### src/rtl/acquire_mcb_arbiter_pkg.sv
// Shared encodings for the acquisition MCB arbiter: FSM states, grant codes
// and the write-vs-read arbitration decision.
package acquire_mcb_arbiter_pkg;

  localparam int DATA_W = 32;

  typedef enum logic [2:0] {
    ST_IDLE  = 3'd0,
    ST_WRITE = 3'd1,
    ST_READ  = 3'd2,
    ST_RWAIT = 3'd3,
    ST_DONE  = 3'd4
  } state_t;

  localparam logic GNT_WR = 1'b1;
  localparam logic GNT_RD = 1'b0;

  // Writes win when the buffer is nearly full, when no read competes, or
  // when the previous grant went to the read side.
  function automatic logic pick_write(input logic wr_el, input logic rd_el,
                                      input logic high, input logic last);
    return wr_el & (high | ~rd_el | (last == GNT_RD));
  endfunction

endpackage

### src/rtl/acquire_mcb_arbiter_if.sv
// Command/data bundle between the arbiter (master) and the SDRAM MCB (slave).
interface acquire_mcb_arbiter_if #(
  parameter int ABITS = 20
);
  import acquire_mcb_arbiter_pkg::*;

  logic              ce;
  logic              wr;
  logic              rdy;
  logic [ABITS-1:0]  adr;
  logic [DATA_W-1:0] dat_w;
  logic [DATA_W-1:0] dat_r;
  logic              ack;

  modport master (output ce, wr, adr, dat_w, input rdy, dat_r, ack);
  modport slave  (input ce, wr, adr, dat_w, output rdy, dat_r, ack);

endinterface

### src/rtl/acquire_addr_gen.sv
// SDRAM write/read word pointers with end-of-memory and empty detection.
module acquire_addr_gen #(
  parameter int ABITS = 20
) (
  input  logic             clk_i,
  input  logic             rst_i,
  input  logic             wr_inc_i,
  input  logic             rd_inc_i,
  output logic [ABITS-1:0] wr_ptr_o,
  output logic [ABITS-1:0] rd_ptr_o,
  output logic             wr_last_o,
  output logic             ptr_eq_o
);

  logic [ABITS-1:0] wr_ptr_q;
  logic [ABITS-1:0] rd_ptr_q;

  always_ff @(posedge clk_i) begin
    if (rst_i) begin
      wr_ptr_q <= '0;
      rd_ptr_q <= '0;
    end else begin
      if (wr_inc_i) wr_ptr_q <= wr_ptr_q + 1'b1;
      if (rd_inc_i) rd_ptr_q <= rd_ptr_q + 1'b1;
    end
  end

  assign wr_ptr_o  = wr_ptr_q;
  assign rd_ptr_o  = rd_ptr_q;
  assign wr_last_o = &wr_ptr_q;
  assign ptr_eq_o  = (wr_ptr_q == rd_ptr_q);

endmodule

### src/rtl/acquire_mcb_arbiter.sv
// Shares the SDRAM MCB between the capture drain (writes) and host readback
// (reads); flags capture completion and block-buffer overflow.
module acquire_mcb_arbiter
  import acquire_mcb_arbiter_pkg::*;
#(
  parameter int ABITS = 20,
  parameter int FBITS = 9,
  parameter int HIGH  = 384
) (
  input  logic                  clock_i,
  input  logic                  reset_i,
  input  logic                  enable_i,
  input  logic [FBITS:0]        level_i,
  input  logic [DATA_W-1:0]     wr_dat_i,
  output logic                  wr_ack_o,
  input  logic                  rd_req_i,
  output logic                  rd_ack_o,
  output logic [DATA_W-1:0]     rd_dat_o,
  acquire_mcb_arbiter_if.master mcb,
  output logic                  done_o,
  output logic                  oflow_o,
  output logic [2:0]            state_o
);

  localparam logic [FBITS:0] LVL_HIGH = (FBITS+1)'(HIGH);
  localparam logic [FBITS:0] LVL_FULL = {1'b1, {FBITS{1'b0}}};

  state_t            state_q;
  logic              ce_q, wr_q, rd_ack_q, done_q, oflow_q, last_q;
  logic [ABITS-1:0]  adr_q;
  logic [DATA_W-1:0] dat_q, rd_dat_q;

  logic [ABITS-1:0]  wr_ptr, rd_ptr;
  logic              wr_last, ptr_eq;
  logic              wr_acc, rd_done, wr_el, rd_el, go_wr, go_rd;

  // The pop strobe coincides with the acceptance cycle so the buffer level
  // is already updated when the FSM re-arbitrates in IDLE.
  assign wr_acc  = (state_q == ST_WRITE) & mcb.rdy & ~reset_i;
  assign rd_done = (state_q == ST_RWAIT) & mcb.ack & ~reset_i;

  acquire_addr_gen #(.ABITS(ABITS)) u_addr_gen (
    .clk_i     (clock_i),
    .rst_i     (reset_i),
    .wr_inc_i  (wr_acc),
    .rd_inc_i  (rd_done),
    .wr_ptr_o  (wr_ptr),
    .rd_ptr_o  (rd_ptr),
    .wr_last_o (wr_last),
    .ptr_eq_o  (ptr_eq)
  );

  // A request is treated as consumed during its own ack cycle, since the host
  // only sees the strobe at the end of it.
  assign wr_el = enable_i & (level_i != '0) & ~done_q;
  assign rd_el = rd_req_i & ~rd_ack_q & (done_q | ~ptr_eq);
  assign go_wr = pick_write(wr_el, rd_el, level_i >= LVL_HIGH, last_q);
  assign go_rd = rd_el & ~go_wr;

  always_ff @(posedge clock_i) begin
    if (reset_i) begin
      state_q  <= ST_IDLE;
      ce_q     <= 1'b0;
      wr_q     <= 1'b0;
      adr_q    <= '0;
      dat_q    <= '0;
      rd_ack_q <= 1'b0;
      rd_dat_q <= '0;
      done_q   <= 1'b0;
      oflow_q  <= 1'b0;
      last_q   <= GNT_RD;
    end else begin
      rd_ack_q <= 1'b0;
      if (enable_i && level_i == LVL_FULL) oflow_q <= 1'b1;
      case (state_q)
        ST_IDLE, ST_DONE: begin
          if (go_wr) begin
            state_q <= ST_WRITE;
            ce_q    <= 1'b1;
            wr_q    <= 1'b1;
            adr_q   <= wr_ptr;
            dat_q   <= wr_dat_i;
            last_q  <= GNT_WR;
          end else if (go_rd) begin
            state_q <= ST_READ;
            ce_q    <= 1'b1;
            wr_q    <= 1'b0;
            adr_q   <= rd_ptr;
            last_q  <= GNT_RD;
          end
        end
        ST_WRITE: begin
          if (mcb.rdy) begin
            ce_q <= 1'b0;
            wr_q <= 1'b0;
            if (wr_last) begin
              done_q  <= 1'b1;
              state_q <= ST_DONE;
            end else begin
              state_q <= ST_IDLE;
            end
          end
        end
        ST_READ: begin
          if (mcb.rdy) begin
            ce_q    <= 1'b0;
            state_q <= ST_RWAIT;
          end
        end
        ST_RWAIT: begin
          if (mcb.ack) begin
            rd_dat_q <= mcb.dat_r;
            rd_ack_q <= 1'b1;
            state_q  <= done_q ? ST_DONE : ST_IDLE;
          end
        end
        default: state_q <= ST_IDLE;
      endcase
    end
  end

  assign wr_ack_o  = wr_acc;
  assign rd_ack_o  = rd_ack_q;
  assign rd_dat_o  = rd_dat_q;
  assign mcb.ce    = ce_q;
  assign mcb.wr    = wr_q;
  assign mcb.adr   = adr_q;
  assign mcb.dat_w = dat_q;
  assign done_o    = done_q;
  assign oflow_o   = oflow_q;
  assign state_o   = state_q;

endmodule
### src/flat_wrapper.sv
// flat-port wrapper written by rule: the top's interface ports become plain ports
module acquire_mcb_arbiter_flat import acquire_mcb_arbiter_pkg::*;
#(
  parameter int ABITS = 20,
  parameter int FBITS = 9,
  parameter int HIGH  = 384
)
  (clock_i, reset_i, enable_i, level_i, wr_dat_i, wr_ack_o, rd_req_i, rd_ack_o, rd_dat_o, done_o, oflow_o, state_o, mcb_ce, mcb_wr, mcb_adr, mcb_dat_w, mcb_rdy, mcb_dat_r, mcb_ack);
  acquire_mcb_arbiter_if #(.ABITS(ABITS)) mcb_i ();
  input  logic clock_i;
  input  logic reset_i;
  input  logic enable_i;
  input  logic [FBITS:0] level_i;
  input  logic [DATA_W-1:0] wr_dat_i;
  output logic wr_ack_o;
  input  logic rd_req_i;
  output logic rd_ack_o;
  output logic [DATA_W-1:0] rd_dat_o;
  output logic done_o;
  output logic oflow_o;
  output logic [2:0] state_o;
  output wire logic [$bits(mcb_i.ce)-1:0] mcb_ce;
  output wire logic [$bits(mcb_i.wr)-1:0] mcb_wr;
  output wire logic [$bits(mcb_i.adr)-1:0] mcb_adr;
  output wire logic [$bits(mcb_i.dat_w)-1:0] mcb_dat_w;
  input wire logic [$bits(mcb_i.rdy)-1:0] mcb_rdy;
  input wire logic [$bits(mcb_i.dat_r)-1:0] mcb_dat_r;
  input wire logic [$bits(mcb_i.ack)-1:0] mcb_ack;
  assign mcb_ce = mcb_i.ce;
  assign mcb_wr = mcb_i.wr;
  assign mcb_adr = mcb_i.adr;
  assign mcb_dat_w = mcb_i.dat_w;
  assign mcb_i.rdy = mcb_rdy;
  assign mcb_i.dat_r = mcb_dat_r;
  assign mcb_i.ack = mcb_ack;
  acquire_mcb_arbiter #(.ABITS(ABITS), .FBITS(FBITS), .HIGH(HIGH)) u_core (.clock_i(clock_i), .reset_i(reset_i), .enable_i(enable_i), .level_i(level_i), .wr_dat_i(wr_dat_i), .wr_ack_o(wr_ack_o), .rd_req_i(rd_req_i), .rd_ack_o(rd_ack_o), .rd_dat_o(rd_dat_o), .mcb(mcb_i), .done_o(done_o), .oflow_o(oflow_o), .state_o(state_o));
endmodule
### config.mk
export PLATFORM = sky130hd
export DESIGN_NAME = acquire_mcb_arbiter_flat
export DESIGN_NICKNAME = d
export VERILOG_FILES = /design/src/rtl/acquire_mcb_arbiter_pkg.sv /design/src/rtl/acquire_mcb_arbiter_if.sv /design/src/rtl/acquire_addr_gen.sv /design/src/rtl/acquire_mcb_arbiter.sv /design/src/flat_wrapper.sv
export SDC_FILE = /design/constraint.sdc
export NUM_CORES = 1
export LEC_CHECK = 0
export BUFFER_PORTS_ARGS = -buffer_cell sky130_fd_sc_hd__buf_2
export CORE_ASPECT_RATIO = 1.75
export CORE_MARGIN = 2
export CORE_UTILIZATION = 25
export CTS_CLUSTER_DIAMETER = 60
export DETAILED_ROUTE_END_ITERATION = 6
export GPL_ROUTABILITY_DRIVEN = 0
export PLACE_DENSITY = 0.52
export RECOVER_POWER = 25
export SETUP_SLACK_MARGIN = 0.3
export SLEW_MARGIN = 20
export SYNTH_ARGS = -nofsm -noshare
export SYNTH_HDL_FRONTEND = slang
export SYNTH_SLANG_ARGS = --single-unit
### constraint.sdc
create_clock -name clock_i -period 2.3 [get_ports clock_i]
set_input_delay 0.46 -clock clock_i [delete_from_list [all_inputs] [get_ports clock_i]]
set_output_delay 0.46 -clock clock_i [all_outputs]
set_load 0.02 [all_outputs]
==> metrics.md, run 1 <==
| Metric | Value |
|---|---|
| Class of the tightest hold or removal check | input port to flop |
| Unrepaired setup endpoints after global routing | yes |
| Slew @ Worst Pin | 0.6597 ns |
| Violated checks | negative setup slack |
| Most common cell after layout, fill and taps aside | buf_2 |
| Syn avg cell area | 8.564 sq um |
| Fin nets | 1028 |
| Final Non-Filler Cells | 1263 |
| Placed Cells | 1211 |
| Post-synth cell types | 53 |
| Power, Total | 7.204 mW |
| FP Rows | 74 |
| Die area | 24820 sq um |
| Synthesized instance count | 687 |
| Largest net degree at the start of global routing | 136 |
| Clk slew on worst S/H paths | 0.06 ns |
| CTS Buffer Depth | 2 |
| # diodes | 0 |
| Clk sinks | 133 |
| Seq/Total Area, Yosys | 45.26% |
| Fin area | 8874 sq um |
| Setup ws final | -0.005710 ns |
| Delay-heaviest family, CP | simple AND/OR/NAND/NOR gates |
| Final Skew | 0.009546 ns |
| Final setup vio count | 2 |
| Leakage | 3.647 nW |
| Post-synth EDFFs | 0 |
| DRC | 0 |
| Initial core utilization | 25.31% |
| Synth Flop Type | dfxtp_1 |
| Via Count | 5698 |
| Count of final hold-check violations | 0 |
| Worst path bufs/invs | 3 |
| Overflow after GRT | 0 |
| Post-synth ARST share | 0% |
| Core area | 23240 sq um |
| Vias per inst | 4.511 |
| Final period utilization | 100.2% |
| Die W | 120.0 microns |
| Drt first pass iters | 5 |
| Post-Syn Area | 5883 sq um |
| Relative slew slack | 56.02% |
| Most frequent cells in the layout | buf_2 (132), dfxtp_1 (126), buf_4 (94) |
| Critical Path End Type | flop |
| Routed Wire Length | 19.15 mm |
| Max_cap viols | 0 |
| Worst path depth | 9 |
| I/O Buffers | 172 |
| Peak supply drop | 528.9 uV |
| Syn Nets | 769 |
| First-pass GRT wire length | 29.33 mm |
| Post-DP Area | 7654 sq um |
| DR iter-0 viols | 257 |
| H-tree levels | 4 |
| Vias in the first global route | 5596 |
| Crit path kind | flop to flop |
| Slowest CP cell | or4_4 |
| Crit path DAT | 2.60 ns |
| Dpl hpwl | 13.68 mm |
| Avg WL per Cell | 15.16 microns |
| TritonCTS clock tree | built |
| Status | complete, but fails checks |
| Slew Viols, Final | 0 |
| Post-DRT Antenna Nets | 0 |
| Setup TNS | -0.007324 ns |
| Register bit total from synthesis | 133 |
| Die Height | 206.9 microns |
| Worst-Skew Late Latency | 0.43 ns |
| Total global-route track usage | 15.28% |
| CP Data Required Time | 2.59 ns |
| Power density over cell area | 811.8 nW/um^2 |
| Layout area overhead | 50.83% |
| Worst Path Max Fanout | 6 |
| Root Buffer | clkbuf_16 |
| Synth warnings | 0 |
| Max frequency | 0.4337 GHz |
| Critical Path Source Type | flop |
| CTS buffer count | 17 |
| Fin crit period | 2.306 ns |
| CP cell instances | xnor2_4 -> buf_6 -> nand4_1 -> or4_4 -> o21ai_4 -> buf_4 -> buf_16 -> mux2i_2 -> nor2_1 |
| Initial antenna violation count | 0 |
| Slowest stage delay, CP | 0.56 ns |
| FF-to-FF path depth | 9 |
| # hold bufs at CTS | 0 |
| Share of layout cells above drive strength 1 | 37.33% |
| Worst hold path cell count | 3 |
| Io pins | 173 |
-- registers in the layout, summed over array words and instances (netlist names) --
name and flops:
u_core.done_o 1, u_core.last_q 1, u_core.mcb.adr 20, u_core.mcb.ce 1, u_core.mcb.dat_w 32, u_core.mcb.wr 1
u_core.oflow_o 1, u_core.rd_ack_o 1, u_core.rd_dat_o 32, u_core.state_o 3, u_core.u_addr_gen.rd_ptr_o 20, u_core.u_addr_gen.wr_ptr_o 20
-- cells by family after synthesis --
kind of cell    count (synthesis)  share of synthesized area (%)
simple gates                  287                          22.52
flops                         133                          45.26
compound gates                119                          12.23
xor+xnor                       57                          8.613
buf+inv                        55                          5.147
mux                            34                          5.806
fa+ha+maj                       2                         0.4253
-- worst reg2reg max path, cell delays in order (launching register included) --
cell and delay, ns:
dfxtp_4 0.36, xnor2_4 0.20, buf_6 0.12, nand4_1 0.18, or4_4 0.57, o21ai_4 0.20, buf_4 0.16, buf_16 0.13
mux2i_2 0.20, nor2_1 0.05
-- final cells by class --
cell class	instances	area, sq um
flip-flops and latches	133	2674
repair buffers	291	1883
clock inverters	12	202.7
fillers	2418	14370
inverters	4	15.01
clock buffers	20	446.7
multi-input cells	499	3272
well taps	304	380.4
-- power breakdown --
part / switching, mW / total [mW] / internal, mW / leakage (nW)
combinational: 0.856 / 1.61 / 0.749 / 2.26
sequential: 0.110 / 2.58 / 2.47 / 1.09
clock: 1.06 / 3.02 / 1.95 / 0.302
-- per-layer routing --
| metal | vias to the layer above | global-route usage (%) | part of all wire [%] |
|---|---|---|---|
| li1 | 2872 | - | - |
| met1 | 2656 | 16.02 | 38 |
| met2 | 133 | 28.29 | 55 |
| met3 | 37 | 3.077 | 3.5 |
| met4 | 0 | 8.361 | 4.0 |
| met5 | - | 0 | 0 |
-- cell usage after synthesis (all sizes together) (2+ instances only) --
cell | n | area, sq um
nor3 | 26 | 135.1
and4 | 3 | 26.28
ha | 2 | 25.02
nor2 | 110 | 412.9
clkbuf | 31 | 116.4
nand2 | 87 | 326.6
buf | 20 | 171.4
nand2b | 2 | 12.51
mux2i | 33 | 330.3
nand3 | 16 | 80.08
a21oi | 61 | 305.3
or3 | 4 | 25.02
and4b | 3 | 30.03
nor4 | 2 | 18.77
a31oi | 2 | 12.51
and3 | 5 | 32.53
or3b | 3 | 26.28
inv | 4 | 15.01
or4 | 3 | 30.03
nand4 | 13 | 96.34
xor2 | 19 | 166.4
o21ai | 28 | 143.9
nor2b | 5 | 31.28
a311oi | 20 | 175.2
dfxtp | 133 | 2663
xnor2 | 38 | 340.3
-- final timing paths --
path	slack (ns)	endpoint	from
min	0.27	u_core.rd_dat_o[26]	mcb_dat_r[26]
max	-0.006	u_core.mcb.dat_w[20]	u_core.u_addr_gen.rd_ptr_o[15]
max reg2reg	-0.006	u_core.mcb.dat_w[20]	u_core.u_addr_gen.rd_ptr_o[15]
min reg2reg	0.45	u_core.rd_dat_o[15]	u_core.rd_dat_o[15]
-- through the flow --
| step | setup WS [ns] | hold slack, ns | util, % |
|---|---|---|---|
| after floorplan | 0.1264 | 0.4469 | - |
| after global placement | -0.2525 | 0.4356 | 32.93 |
| after detailed placement | -0.2354 | 0.4431 | 32.93 |
| after CTS | -0.02705 | 0.2447 | 37.40 |
| after global routing | -0.1235 | 0.2527 | 38.18 |
| final | -0.005710 | 0.2653 | 38.18 |
-- repair_timing --
item | 4_1_cts | 5_1_grt
endpoints found under the setup margin | 67 | 66
buffers inserted | 9 | 6
pin swaps | 20 | 22
cloned | 4 | 1
resized for setup | 63 | 45
Note: power is estimated with default switching activity, not from simulation.
==> run 2: changes to the inputs <==
- SKIP_LAST_GASP: default -> 1
==> run 2 against run 1 <==
- the flow still finishes with violations (negative setup slack)
- clock power hardly changed
- sequential share of layout area hardly changed
- first-iteration DRC count is 15% lower
- clock skew is 0.0012 ns higher
- global-route usage about the same
- die area unchanged
- hold slack better by 0.00052 ns
- clock-buffer cell count did not move
- via count down 0.28%
==> metrics.md, run 2 (synthesis results as in run 1) <==
| Metric | Value |
|---|---|
| Status | complete, but fails checks |
| Violated checks | negative setup slack |
| Clk slew on worst S/H paths | 0.06 ns (about the same) |
| Initial core utilization | 25.31% (unchanged) |
| TritonCTS clock tree | built |
| CTS buffer count | 17 (unchanged) |
| I/O Buffers | 172 (unchanged) |
| Worst hold path cell count | 3 (unchanged) |
| Drt first pass iters | 4 (-1) |
| Max layer used | met4 |
| FP Rows | 74 (unchanged) |
| FILL cells | 2413 (-0.21%) |
| Pre-CTS setup slack | -0.2354 ns (unchanged) |
| Metal2 WL | 10.51 mm (+0.34%) |
| First-pass GRT wire length | 29.27 mm (-0.21%) |
| Area of the multi-input gates | 3229 sq um (-1.3%) |
| Die Height | 206.9 microns (unchanged) |
| DRC | 0 (unchanged) |
| Routed metal-1 wire length | 7.326 mm (+1.1%) |
| H-tree levels | 4 (unchanged) |
| Core area | 23240 sq um (unchanged) |
| Total global-route track usage | 15.25% (-0.035 points) |
| Hold Path End | u_core.rd_dat_o[26] |
| Class of the tightest hold or removal check | input port to flop |
| FF-to-FF path depth | 9 (unchanged) |
| Setup ws final | -0.01049 ns (-0.004784 ns) |
| Power, Total | 7.201 mW (about the same) |
| Die W | 120.0 microns (unchanged) |
| Met3 WL | 607 microns (-8.7%) |
| Crit Reg-Reg Endpoint | u_core.mcb.dat_w[20] |
| Avg WL per Cell | 15.16 microns (about the same) |
| Io pins | 173 (unchanged) |
| Power density over cell area | 811.4 nW/um^2 (about the same) |
| Clk sinks | 133 (unchanged) |
| Peak supply drop | 530.0 uV (+0.20%) |
| WHS | 0.2658 ns (+0.0005170 ns) |
| Critical Path Source Type | flop |
| R2R Path Start | u_core.u_addr_gen.rd_ptr_o[15] |
| Flop2flop setup slack | -0.01 ns (about the same) |
| Max_cap viols | 0 (unchanged) |
| Register area | 2674 sq um (unchanged) |
| Largest net degree at the start of global routing | 136 (unchanged) |
| Crit path kind | flop to flop |
| Critical Path End Type | flop |
| Final Skew | 0.01076 ns (+0.001215 ns) |
| Unrepaired setup endpoints after global routing | yes |
| Most common cell after layout, fill and taps aside | buf_2 |
| Initial antenna violation count | 0 (unchanged) |
| Routed Wire Length | 19.22 mm (+0.37%) |
| Worst Path Max Fanout | 6 (unchanged) |
| Slew @ Worst Pin | 0.6635 ns (+0.003810 ns) |
| Worst-Skew Late Latency | 0.43 ns (about the same) |
| Count of final hold-check violations | 0 (unchanged) |
| Overflow after GRT | 0 (unchanged) |
| CTS Buffer Depth | 2 (unchanged) |
| CP Data Required Time | 2.59 ns (about the same) |
| Fin crit period | 2.310 ns (+0.004784 ns) |
| Dpl hpwl | 13.68 mm (unchanged) |
| Vias in the first global route | 5587 (-0.16%) |
| Vias per inst | 4.481 (-0.67%) |
| DR iter-0 viols | 218 (-15%) |
| Via Count | 5682 (-0.28%) |
| Post-DRT Antenna Nets | 0 (unchanged) |
| Fin nets | 1033 (+0.49%) |
| Most frequent cells in the layout | buf_2 (132), dfxtp_1 (126), buf_4 (99) |
| # hold bufs at CTS | 0 (unchanged) |
| Share of layout cells above drive strength 1 | 36.93% (-0.40 points) |
| # diodes | 0 (unchanged) |
| Final setup vio count | 4 (+2) |
| Die area | 24820 sq um (unchanged) |
| Max frequency | 0.4328 GHz (-0.21%) |
| Final period utilization | 100.5% (+0.21 points) |
| Hold Startpoint | mcb_dat_r[26] |
| Leakage | 3.664 nW (+0.46%) |
| Slew Viols, Final | 0 (unchanged) |
| Post-DP Area | 7654 sq um (unchanged) |
| Root Buffer | clkbuf_16 |
| Fin area | 8875 sq um (about the same) |
| Relative slew slack | 55.77% (-0.25 points) |
| Crit path DAT | 2.60 ns (about the same) |
| Layout area overhead | 50.85% (about the same) |
[run 2: changes by cell type in the layout (fill, tap and decap cells not counted), moves of 3 or more]
cell,change
buf_8,-3
nor2_1,+3
a21oi_1,+3
buf_4,+5
a21oi_2,-3
nor2_4,-4
[run 2: routing by layer]
layer / vias up / global-route usage, %
met5: - / 0
li1: 2884 / -
met4: 0 / 8.277
met2: 115 / 28.25
met1: 2646 / 15.99
met3: 37 / 3.077
[run 2: worst max path at each step]
| stage | from | end | slack, ns | depth (start not counted) |
|---|---|---|---|---|
| final | u_core.u_addr_gen.rd_ptr_o[15] | u_core.mcb.dat_w[20] | -0.01 | 9 |
| after global routing | u_core.u_addr_gen.wr_ptr_o[8] | u_core.mcb.dat_w[20] | -0.12 | 10 |
| after CTS | u_core.u_addr_gen.wr_ptr_o[8] | u_core.mcb.dat_w[15] | -0.03 | 10 |
| after detailed placement | u_core.u_addr_gen.wr_ptr_o[15] | u_core.mcb.adr[6] | -0.24 | 10 |
| after global placement | u_core.u_addr_gen.wr_ptr_o[15] | u_core.mcb.adr[5] | -0.25 | 10 |
| after floorplan | level_i[1] | u_core.mcb.wr | 0.13 | 7 |
[run 2: power breakdown]
part           internal [mW]  switching (mW)  total [mW]
Combinational          0.757           0.851        1.61
Clock                   1.95            1.06        3.01
Sequential              2.47           0.105        2.58
Total                   5.18            2.02        7.20
[run 2: critical path, cell delays in order, from the launching register on]
cell and delay (ns):
dfxtp_4 0.36, xnor2_4 0.21, buf_6 0.12, nand4_1 0.18, or4_4 0.57, o21ai_4 0.19
buf_4 0.16, buf_16 0.12, mux2i_2 0.20, nor2_1 0.05
[run 2: metrics by stage]
step	utilization (%)	std cells	setup TNS, ns
floorplan	-	687	0
global placement	32.93	1211	-8.738
detailed placement	32.93	1211	-8.592
CTS	37.27	1256	-0.4632
global route	38.19	1268	-3.389
finish	38.19	1268	-0.01789
[run 2: area by class of cell]
class / instances / share of cell area, %
Clock inverter: 12 / 2.284
Clock buffer: 20 / 5.033
Inverter: 4 / 0.1692
Multi-Input combinational cell: 499 / 36.39
Tap cell: 304 / 4.286
Sequential cell: 133 / 30.13
Timing Repair Buffer: 296 / 21.71
[run 2: what timing repair did]
action                     4_1_cts  5_1_grt
setup endpoints to repair       67       67
buffers inserted                 9       11
cloned                           4        1
resized for setup               56       39
pin swaps                       13       24
==> run 3: changes to the inputs <==
==> constraint.sdc (replaced) <==
create_clock -name clock_i -period 2.3 [get_ports clock_i]
set_input_delay 0.115 -clock clock_i [delete_from_list [all_inputs] [get_ports clock_i]]
set_output_delay 0.115 -clock clock_i [all_outputs]
set_load 0.02 [all_outputs]
==> run 3 against run 2 <==
- the run now ends clean
- register-to-register slack better by 0.096 ns
- hold slack got worse by 0.19 ns
- flip-flop and latch count did not move
- non-clock buffer count is 41 higher
- final cell count up 3.2%
- wire length is 11% higher
- global-route usage up 1.3 points
- power shrank 2.9%
- design area up 6.0%
- critical endpoint is now u_core.mcb.dat_w[16]
==> metrics.md, run 3 (synthesis results as in run 1) <==
| Metric | Value |
|---|---|
| CP Data Required Time | 2.61 ns (+0.02 ns) |
| Fin nets | 1075 (+4.1%) |
| Slew @ Worst Pin | 0.6295 ns (-0.03392 ns) |
| Worst hold path cell count | 4 (+1) |
| Crit Reg-Reg Endpoint | u_core.mcb.dat_w[16] |
| CP cell instances | xnor2_1 -> nand4_1 -> buf_4 -> or4_4 -> o21ai_4 -> buf_12 -> clkbuf_16 -> mux2i_1 -> nor2_1 |
| Final setup vio count | 0 (-4) |
| Root Buffer | clkbuf_16 |
| Crit path kind | flop to flop |
| Count of final hold-check violations | 0 (unchanged) |
| Slew Viols, Final | 0 (unchanged) |
| Peak supply drop | 549.0 uV (+3.6%) |
| Via Count | 6020 (+5.9%) |
| CTS Buffer Depth | 2 (unchanged) |
| Initial antenna violation count | 0 (unchanged) |
| Slowest CP cell | or4_4 |
| Status | finished, final reports clean |
| Post-layout util | 40.49% (+2.3 points) |
| Grt met1 use | 16.11% (+0.12 points) |
| I/O Buffers | 172 (unchanged) |
| Die area | 24820 sq um (unchanged) |
| CTS buffer count | 17 (unchanged) |
| Most common cell after layout, fill and taps aside | dfxtp_1 |
| Crit path DAT | 2.52 ns (-0.08 ns) |
| # diodes | 0 (unchanged) |
| Critical Path Source Type | flop |
| Final Skew | 0.01044 ns (-0.0003168 ns) |
| Final period utilization | 96.27% (-4.2 points) |
| Worst Path Max Fanout | 9 (+3) |
| Leakage | 3.795 nW (+3.6%) |
| Fin area | 9409 sq um (+6.0%) |
| Slowest stage delay, CP | 0.52 ns (-0.05 ns) |
| Total global-route track usage | 16.55% (+1.3 points) |
| GR met3 Demand/Resource | 4.011% (+0.93 points) |
| Class of the tightest hold or removal check | input port to flop |
| Worst-Skew Late Latency | 0.44 ns (about the same) |
| Vias per inst | 4.599 (+2.6%) |
| FP Rows | 74 (unchanged) |
| Vias in the first global route | 5815 (+4.1%) |
| FILL cells | 2292 (-5.0%) |
| DR iter-0 viols | 259 (+19%) |
| Clk slew on worst S/H paths | 0.06 ns (about the same) |
| Clk sinks | 133 (unchanged) |
| Hold Path End | u_core.oflow_o |
| DRC | 0 (unchanged) |
| Largest net degree at the start of global routing | 136 (unchanged) |
| FF-to-FF path depth | 9 (unchanged) |
| Max frequency | 0.4516 GHz (+4.3%) |
| Relative slew slack | 58.03% (+2.3 points) |
| Routed Wire Length | 21.34 mm (+11%) |
| Initial core utilization | 25.31% (unchanged) |
| H-tree levels | 4 (unchanged) |
| Die Height | 206.9 microns (unchanged) |
| Hold Startpoint | enable_i |
| Post-DP Area | 7488 sq um (-2.2%) |
| Fin crit period | 2.214 ns (-0.09630 ns) |
| Io pins | 173 (unchanged) |
| Overflow after GRT | 0 (unchanged) |
| Avg WL per Cell | 16.30 microns (+7.6%) |
| Max_cap viols | 0 (unchanged) |
| Dpl hpwl | 14.17 mm (+3.5%) |
| Met2 Usage GRT | 31.03% (+2.8 points) |
| WHS | 0.07886 ns (-0.1870 ns) |
| TritonCTS clock tree | built |
| Core area | 23240 sq um (unchanged) |
| Flop2flop setup slack | 0.09 ns (+0.10 ns) |
| Drt first pass iters | 6 (+2) |
| Most frequent cells in the layout | dfxtp_1 (123), buf_2 (120), nor2_1 (106) |
| Gr busiest metal | met2 |
| R2R Path Start | u_core.u_addr_gen.wr_ptr_o[19] |
| Die W | 120.0 microns (unchanged) |
| Power density over cell area | 743.1 nW/um^2 (-8.4%) |
| First-pass GRT wire length | 31.15 mm (+6.4%) |
| Layout area overhead | 59.93% |
| Setup TNS | 0 ns (+0.01789 ns) |
| Post-DRT Antenna Nets | 0 (unchanged) |
| Critical Path End Type | flop |
| Unrepaired setup endpoints after global routing | yes |
| Share of layout cells above drive strength 1 | 32.44% (-4.5 points) |
run 3: area by class of cell:
cell class / instances / area (sq um) / share of cell area [%]
flip-flops and latches: 133 / 2685 / 28.54
multi-input cells: 500 / 3283 / 34.89
well taps: 304 / 380.4 / 4.043
clock inverters: 9 / 128.9 / 1.370
clock buffers: 22 / 454.2 / 4.827
inverters: 4 / 15.01 / 0.1596
repair buffers: 337 / 2462 / 26.17
run 3: worst max path at each step:
stage / slack [ns] / cells after the start / endpoint / from
2_1_floorplan: 0.30 / 8 / u_core.mcb.dat_w[10] / u_core.u_addr_gen.rd_ptr_o[2]
3_3_place_gp: -0.15 / 9 / u_core.mcb.adr[6] / u_core.u_addr_gen.wr_ptr_o[15]
3_5_place_dp: -0.17 / 9 / u_core.mcb.adr[6] / u_core.u_addr_gen.wr_ptr_o[15]
4_1_cts: 0.07 / 9 / u_core.mcb.dat_w[10] / u_core.u_addr_gen.rd_ptr_o[15]
5_1_grt: -0.02 / 10 / u_core.mcb.dat_w[24] / u_core.u_addr_gen.rd_ptr_o[15]
6_report: 0.09 / 9 / u_core.mcb.dat_w[16] / u_core.u_addr_gen.wr_ptr_o[19]
run 3: where the power goes:
| part | internal, mW | switching (mW) |
|---|---|---|
| clock | 1.72 | 1.04 |
| combinational | 0.785 | 0.891 |
| sequential | 2.47 | 0.0877 |
run 3: per-stage QoR:
| step | power [mW] | worst slack (ns) | instances |
|---|---|---|---|
| 3_3_place_gp | 3.920 | -0.1453 | 1183 |
| 3_5_place_dp | 3.931 | -0.1737 | 1183 |
| 5_1_grt | 7.302 | -0.01924 | 1309 |
| 4_1_cts | 6.912 | 0.07148 | 1297 |
| 2_1_floorplan | 3.454 | 0.3042 | 687 |
| 6_report | 6.992 | 0.08581 | 1309 |
run 3: repair_timing:
action / 4_1_cts / 5_1_grt
pin swaps: 23 / 22
hold buffers: 65 / 0
endpoints found under the setup margin: 64 / 65
resized for setup: 47 / 41
hold endpoints to repair: 65 / 0
cloned: 2 / 3
buffers inserted: 16 / 9
run 3: critical path, delay by kind of cell, from the launching register on:
family                 cells  cell delay (ns)
multiplexers               1             0.18
flip-flops                 1             0.41
buffers and inverters      3             0.50
XOR/XNOR                   1             0.14
AO/OA/AOI/OAI              1             0.18
AND/OR/NAND/NOR            3             0.66
run 3: per-layer routing:
layer | share of wire [%] | wire length [microns]
met5 | 0 | 0
met1 | 36 | 7674
met4 | 4.3 | 907
met3 | 3.7 | 779
met2 | 56 | 11980
